**src/rtl/i2s_pkg.sv**
```systemverilog
// i2s_pkg: shared constants, the stereo sample pair type and the input
// format helper for the i2s_audio_tx serializer.
package i2s_pkg;

  localparam int SAMPLE_W  = 16;  // audio word width
  localparam int SLOT_W    = 32;  // BCK periods per channel slot
  localparam int FRAME_BCK = 64;  // BCK periods per stereo frame

  localparam int POS_W      = $clog2(FRAME_BCK);  // frame position counter width
  localparam int SLOT_IDX_W = $clog2(SLOT_W);     // position within a slot

  localparam logic [POS_W-1:0] POS_LAST = 6'd63;  // last position of a frame

  typedef struct packed {
    logic [SAMPLE_W-1:0] left;
    logic [SAMPLE_W-1:0] right;
  } stereo_t;

  localparam stereo_t STEREO_ZERO = '{left: 16'h0000, right: 16'h0000};

  // Offset-binary input becomes two's complement by flipping the sign bit.
  function automatic logic [SAMPLE_W-1:0] to_twos(input logic [SAMPLE_W-1:0] s,
                                                  input logic              signed_in);
    logic [SAMPLE_W-1:0] r;
    if (signed_in) begin
      r = s;
    end else begin
      r = {~s[SAMPLE_W-1], s[SAMPLE_W-2:0]};
    end
    return r;
  endfunction

endpackage

```
**src/rtl/i2s_bck_gen.sv**
```systemverilog
// i2s_bck_gen: divides clk down to the I2S bit clock.
//   clk      in  system clock
//   reset_n  in  synchronous active-low reset
//   i2s_bck  out bit clock, toggles every BCK_DIV clk cycles, 0 after reset
//   fall_stb out high in the clk cycle whose edge drives i2s_bck 1->0
module i2s_bck_gen #(
  parameter int BCK_DIV = 8
) (
  input  logic clk,
  input  logic reset_n,
  output logic i2s_bck,
  output logic fall_stb
);

  logic [7:0] div_cnt_r;
  logic       bck_r;
  logic       tc_s;

  assign tc_s     = (div_cnt_r == 8'(BCK_DIV - 1));
  // Terminal count while high means the coming edge is the falling one.
  assign fall_stb = tc_s & bck_r;
  assign i2s_bck  = bck_r;

  // Half-period divider and bit clock toggle.
  always_ff @(posedge clk) begin
    if (!reset_n) begin
      div_cnt_r <= 8'd0;
      bck_r     <= 1'b0;
    end else if (tc_s) begin
      div_cnt_r <= 8'd0;
      bck_r     <= ~bck_r;
    end else begin
      div_cnt_r <= div_cnt_r + 8'd1;
    end
  end

endmodule

```
**src/rtl/i2s_audio_tx.sv**
```systemverilog
// i2s_audio_tx: stereo 16-bit I2S master serializer (Philips alignment,
// 32 BCK per channel slot, MSB one BCK after the word-select change).
//   clk       in  system clock, the only clock
//   reset_n   in  synchronous active-low reset
//   in_left   in  left sample
//   in_right  in  right sample
//   in_valid  in  sample pair valid
//   in_ready  out holding register empty; transfer on in_valid && in_ready
//   underrun  out one-cycle pulse when a frame repeats for lack of a new pair
//   i2s_bck   out bit clock
//   i2s_lrck  out word select, 0 = left, 1 = right
//   i2s_data  out serial data, MSB first
module i2s_audio_tx
  import i2s_pkg::*;
#(
  parameter int BCK_DIV   = 8,
  parameter bit SIGNED_IN = 1'b1
) (
  input  logic                clk,
  input  logic                reset_n,
  input  logic [SAMPLE_W-1:0] in_left,
  input  logic [SAMPLE_W-1:0] in_right,
  input  logic                in_valid,
  output logic                in_ready,
  output logic                underrun,
  output logic                i2s_bck,
  output logic                i2s_lrck,
  output logic                i2s_data
);

  logic                  fall_stb_s;
  logic                  bck_s;
  logic                  xfer_s;
  logic                  load_s;
  stereo_t               capture_s;
  stereo_t               hold_r;
  stereo_t               frame_r;
  logic                  full_r;
  logic                  in_ready_r;
  logic                  underrun_r;
  logic                  lrck_r;
  logic                  data_r;
  logic [POS_W-1:0]      pos_r;
  logic [POS_W-1:0]      pos_next_s;
  logic [SLOT_IDX_W-1:0] slot_s;
  logic [3:0]            bit_idx_s;
  logic [SAMPLE_W-1:0]   word_s;
  logic                  data_next_s;

  i2s_bck_gen #(
    .BCK_DIV (BCK_DIV)
  ) u_bck_gen (
    .clk      (clk),
    .reset_n  (reset_n),
    .i2s_bck  (bck_s),
    .fall_stb (fall_stb_s)
  );

  assign xfer_s          = in_valid & in_ready_r;
  assign load_s          = fall_stb_s & (pos_r == POS_LAST);
  assign capture_s.left  = to_twos(in_left, SIGNED_IN);
  assign capture_s.right = to_twos(in_right, SIGNED_IN);

  // Serial bit for the position the next fall strobe moves to.
  always_comb begin
    pos_next_s  = pos_r + 6'd1;
    slot_s      = pos_next_s[SLOT_IDX_W-1:0];
    // Slot positions 1..16 carry bits 15..0; ~(s-1) maps 1->15 .. 16->0.
    bit_idx_s   = ~(slot_s[3:0] - 4'd1);
    word_s      = frame_r.left;
    data_next_s = 1'b0;
    if (pos_next_s[POS_W-1]) begin
      word_s = frame_r.right;
    end else begin
      word_s = frame_r.left;
    end
    if ((slot_s >= 5'd1) && (slot_s <= 5'd16)) begin
      data_next_s = word_s[bit_idx_s];
    end else begin
      data_next_s = 1'b0;
    end
  end

  // One-deep holding register with its ready flag.
  always_ff @(posedge clk) begin
    if (!reset_n) begin
      hold_r     <= STEREO_ZERO;
      full_r     <= 1'b0;
      in_ready_r <= 1'b1;
    end else begin
      // Ready drops with the transfer but only reopens the cycle after a
      // load, since it follows the previous full flag.
      in_ready_r <= ~full_r & ~xfer_s;
      if (xfer_s) begin
        hold_r <= capture_s;
        full_r <= 1'b1;
      end else if (load_s && full_r) begin
        full_r <= 1'b0;
      end
    end
  end

  // Frame position, frame load and the registered serial outputs.
  always_ff @(posedge clk) begin
    if (!reset_n) begin
      pos_r      <= POS_LAST;
      lrck_r     <= 1'b1;
      data_r     <= 1'b0;
      frame_r    <= STEREO_ZERO;
      underrun_r <= 1'b0;
    end else begin
      // A transfer landing in the load cycle only fills the holding
      // register, so the empty check still reports an underrun.
      underrun_r <= load_s & ~full_r;
      if (fall_stb_s) begin
        pos_r  <= pos_next_s;
        lrck_r <= pos_next_s[POS_W-1];
        data_r <= data_next_s;
      end
      if (load_s && full_r) begin
        frame_r <= hold_r;
      end
    end
  end

  assign in_ready = in_ready_r;
  assign underrun = underrun_r;
  assign i2s_bck  = bck_s;
  assign i2s_lrck = lrck_r;
  assign i2s_data = data_r;

endmodule

```
**config.mk**
```make
export PLATFORM = sky130hd
export DESIGN_NAME = i2s_audio_tx
export DESIGN_NICKNAME = d
export VERILOG_FILES = /design/src/rtl/i2s_pkg.sv /design/src/rtl/i2s_bck_gen.sv /design/src/rtl/i2s_audio_tx.sv
export SDC_FILE = /design/constraint.sdc
export NUM_CORES = 1
export LEC_CHECK = 0
export BUFFER_PORTS_ARGS = -buffer_cell sky130_fd_sc_hd__buf_2
export CAP_MARGIN = 20
export CORE_MARGIN = 2
export CORE_UTILIZATION = 60
export DETAILED_ROUTE_END_ITERATION = 16
export GPL_ROUTABILITY_DRIVEN = 0
export PLACE_DENSITY_LB_ADDON = 0.12
export SYNTH_ARGS = -nofsm -noshare
export SYNTH_HDL_FRONTEND = slang
export SYNTH_SLANG_ARGS = --single-unit
```
**constraint.sdc**
```tcl
create_clock -name clk -period 3.7 [get_ports clk]
set_input_delay 0.37 -clock clk [delete_from_list [all_inputs] [get_ports clk]]
set_output_delay 0.37 -clock clk [all_outputs]
set_load 0.01 [all_outputs]
```
==> results_dict.tcl <==
set metrics [dict create \
    outcome "finished clean" \
    routed_wl_mm 7.02 \
    grt_antenna_before_repair 0 \
    grt_pass1_vias 2621 \
    slew_viol_final 0 \
    power.density_nw_per_um2 440 \
    n_fill_cell 482 \
    start_kind "flip-flop" \
    cts_buffers 9 \
    overflow 0 \
    synth-edff-count 0 \
    synth-seq-cells 83 \
    rrSetupSlack_ps 910 \
    max_clock_freq_ghz 0.358 \
    grt_util_all_layers 0.242 \
    post_cts_buffers 0 \
    rsz0062_at_grt "no" \
    dp_cells 513 \
    ios 40 \
    peakVddDrop_mv 0.449 \
    multi_input_area_um2 1610 \
    synth_flop_cell "dfxtp_1" \
    finalInstanceArea_um2 3830 \
    vias_per_cell 5.31 \
    rr_endpoint "frame_r[27]$_SDFFE_PN0P_" \
    drt-initial-drc-count 189 \
    synthToLayoutAreaGrowth_pct 11.7 \
    yosys_warnings 0 \
    worstPathArrival_ps 3020 \
    clk_latency_ps 350 \
    reg2reg_depth 7 \
    clk_path_buf_depth 2 \
    routedWlPerCell_um 13.2 \
    critical_path_class "flip-flop to flip-flop" \
    hp-class "primary input to flip-flop" \
    worst-path-max-fanout 32 \
    cts_resized 0 \
    vias 2822 \
    cp-end-kind "flip-flop" \
    yosysUniqueCellTypes 41 \
    postCtsHoldBufs 0 \
    grt_max_degree 69 \
    crit_end "frame_r[27]$_SDFFE_PN0P_" \
    hp-start "in_left[10]" \
    worst_pin_slew_ps 1010 \
    drv_cap 0 \
    post-route-util 0.696 \
    start_util 0.623 \
    die_w_um 79.6 \
    final.period_utilization 0.755 \
    core_area_um2 5510 \
    syn-cell-area_um2 3430 \
    dpl-instance-area_um2 3590 \
    relSlewSlack 0.324 \
    num-nets-final 493 \
    p_leak_nw 1.52 \
    syn-num-nets 468 \
    syn_avg_cell_area_um2 8.00 \
    tritoncts "built" \
    htreeDepth 3 \
    setup_viol_count_final 0 \
    finalSetupTns_ps 0 \
    crit_required_ps 3930 \
    port-buffer-count 39 \
    final_cell_mix "142 x nand2_1, 83 x dfxtp_1, 67 x a21oi_1" \
    die_h_um 79.6 \
    antenna_cells 0 \
    final_common_cell "nand2_1" \
    clkSinkCount 83 \
    rows 27 \
    drc 0 \
    synth.yosys.seq_area_share 0.484 \
    drtAntennaViolNets 0 \
    clock-skew-final_ps 11.4 \
    design.die.area_um2 6340 \
    drive_gt1_frac 0.155 \
    grt_pass1_wl_mm 11.9 \
    dpl.hpwl_mm 4.68 \
    period_needed_ps 2790 \
    final_cells 531 \
    startpoint "u_bck_gen.div_cnt_r[5]$_SDFF_PP0_" \
    finalHoldViolCount 0 \
    root_buffer "clkbuf_8" \
    dr.pass1.iters 5 \
    clkTransAtPathRegs_ps 80 \
    seq_area_um2 1660 \
    async_reset_ff_frac 0 \
    total_power_w 0.00169 \
    r2r-start "u_bck_gen.div_cnt_r[5]$_SDFF_PP0_" \
    synth_cells 429 \
]
critical path, stage by stage (launching register included):
cell and delay, ps:
dfxtp_1 340, or4_1 530, nor3_2 240, nand2_1 270, nor3_2 310, nand2_1 630
nand2_1 270, a21oi_1 80
Yosys cell counts (all sizes together) (2+ instances only):
master    n  area share
a211oi    2      0.0044
a21oi    67       0.098
a311oi    2      0.0051
and2      2      0.0036
and3      3      0.0055
buf       8       0.017
clkbuf   21       0.023
dfxtp    83        0.48
ha        4       0.015
inv       6      0.0066
mux2      9       0.030
mux2i     4       0.012
nand2   142        0.16
nand2b    3      0.0055
nand3    12       0.018
nor2     14       0.015
nor3      5       0.010
o21ai     7       0.010
o221ai    2      0.0051
o22ai     4      0.0073
or3       2      0.0036
xnor2     5       0.013
xor2     10       0.028
through the flow:
stage | hold slack [ps] | worst slack [ps]
floorplan | 427 | 1580
global placement | 437 | 953
detailed placement | 443 | 859
CTS | 249 | 833
global route | 244 | 564
finish | 255 | 907
registers in the layout, summed over array words and instances (netlist names):
signal	count
u_bck_gen.i2s_bck	1
full_r	1
underrun	1
pos_r	5
i2s_lrck	1
u_bck_gen.div_cnt_r	8
i2s_data	1
in_ready	1
frame_r	32
hold_r	32
cell families (layout without fill, tap and decap cells):
kind of cell / count (synthesis) / count (layout) / synth area share
and+or+nand+nor: 189 / 189 / 0.228
xor gates and xnor gates: 15 / 15 / 0.0405
muxes: 13 / 13 / 0.0412
AOI/OAI and AO/OA: 90 / 90 / 0.144
buffers and inverters: 35 / 65 / 0.0467
adders and majority gates: 4 / 4 / 0.0146
DFF: 83 / 83 / 0.484
area by class of cell:
type,count,area share
flip-flops and latches,83,0.433
multi-input cells,311,0.420
repair buffers,43,0.0640
clock buffers,13,0.0414
well taps,72,0.0235
clock inverters,3,0.0121
inverters,6,0.00587
metal layers:
layer  wire length [µm]  share of wire  track usage  vias up
met3                270          0.038       0.0554        8
li1                   -              -            -     1467
met1               3330           0.47        0.329     1298
met2               3320           0.47        0.376       49
met5                  0              0            0        -
met4                 95          0.014       0.0879        0
worst min path at each step:
stage,to,cells past startpoint
after floorplan,frame_r[21]$_SDFFE_PN0P_,2
after global placement,frame_r[10]$_SDFFE_PN0P_,2
after detailed placement,frame_r[25]$_SDFFE_PN0P_,2
after CTS,hold_r[26]$_SDFFE_PN0P_,3
after global routing,hold_r[23]$_SDFFE_PN0P_,3
final,hold_r[26]$_SDFFE_PN0P_,3
power breakdown:
group          total (W)  switching [W]  internal, W
sequential      0.000933      0.0000149     0.000918
clock           0.000662       0.000311     0.000351
combinational  0.0000906      0.0000537    0.0000369
total            0.00169       0.000379      0.00131
Power figures use the tool's default switching activity.
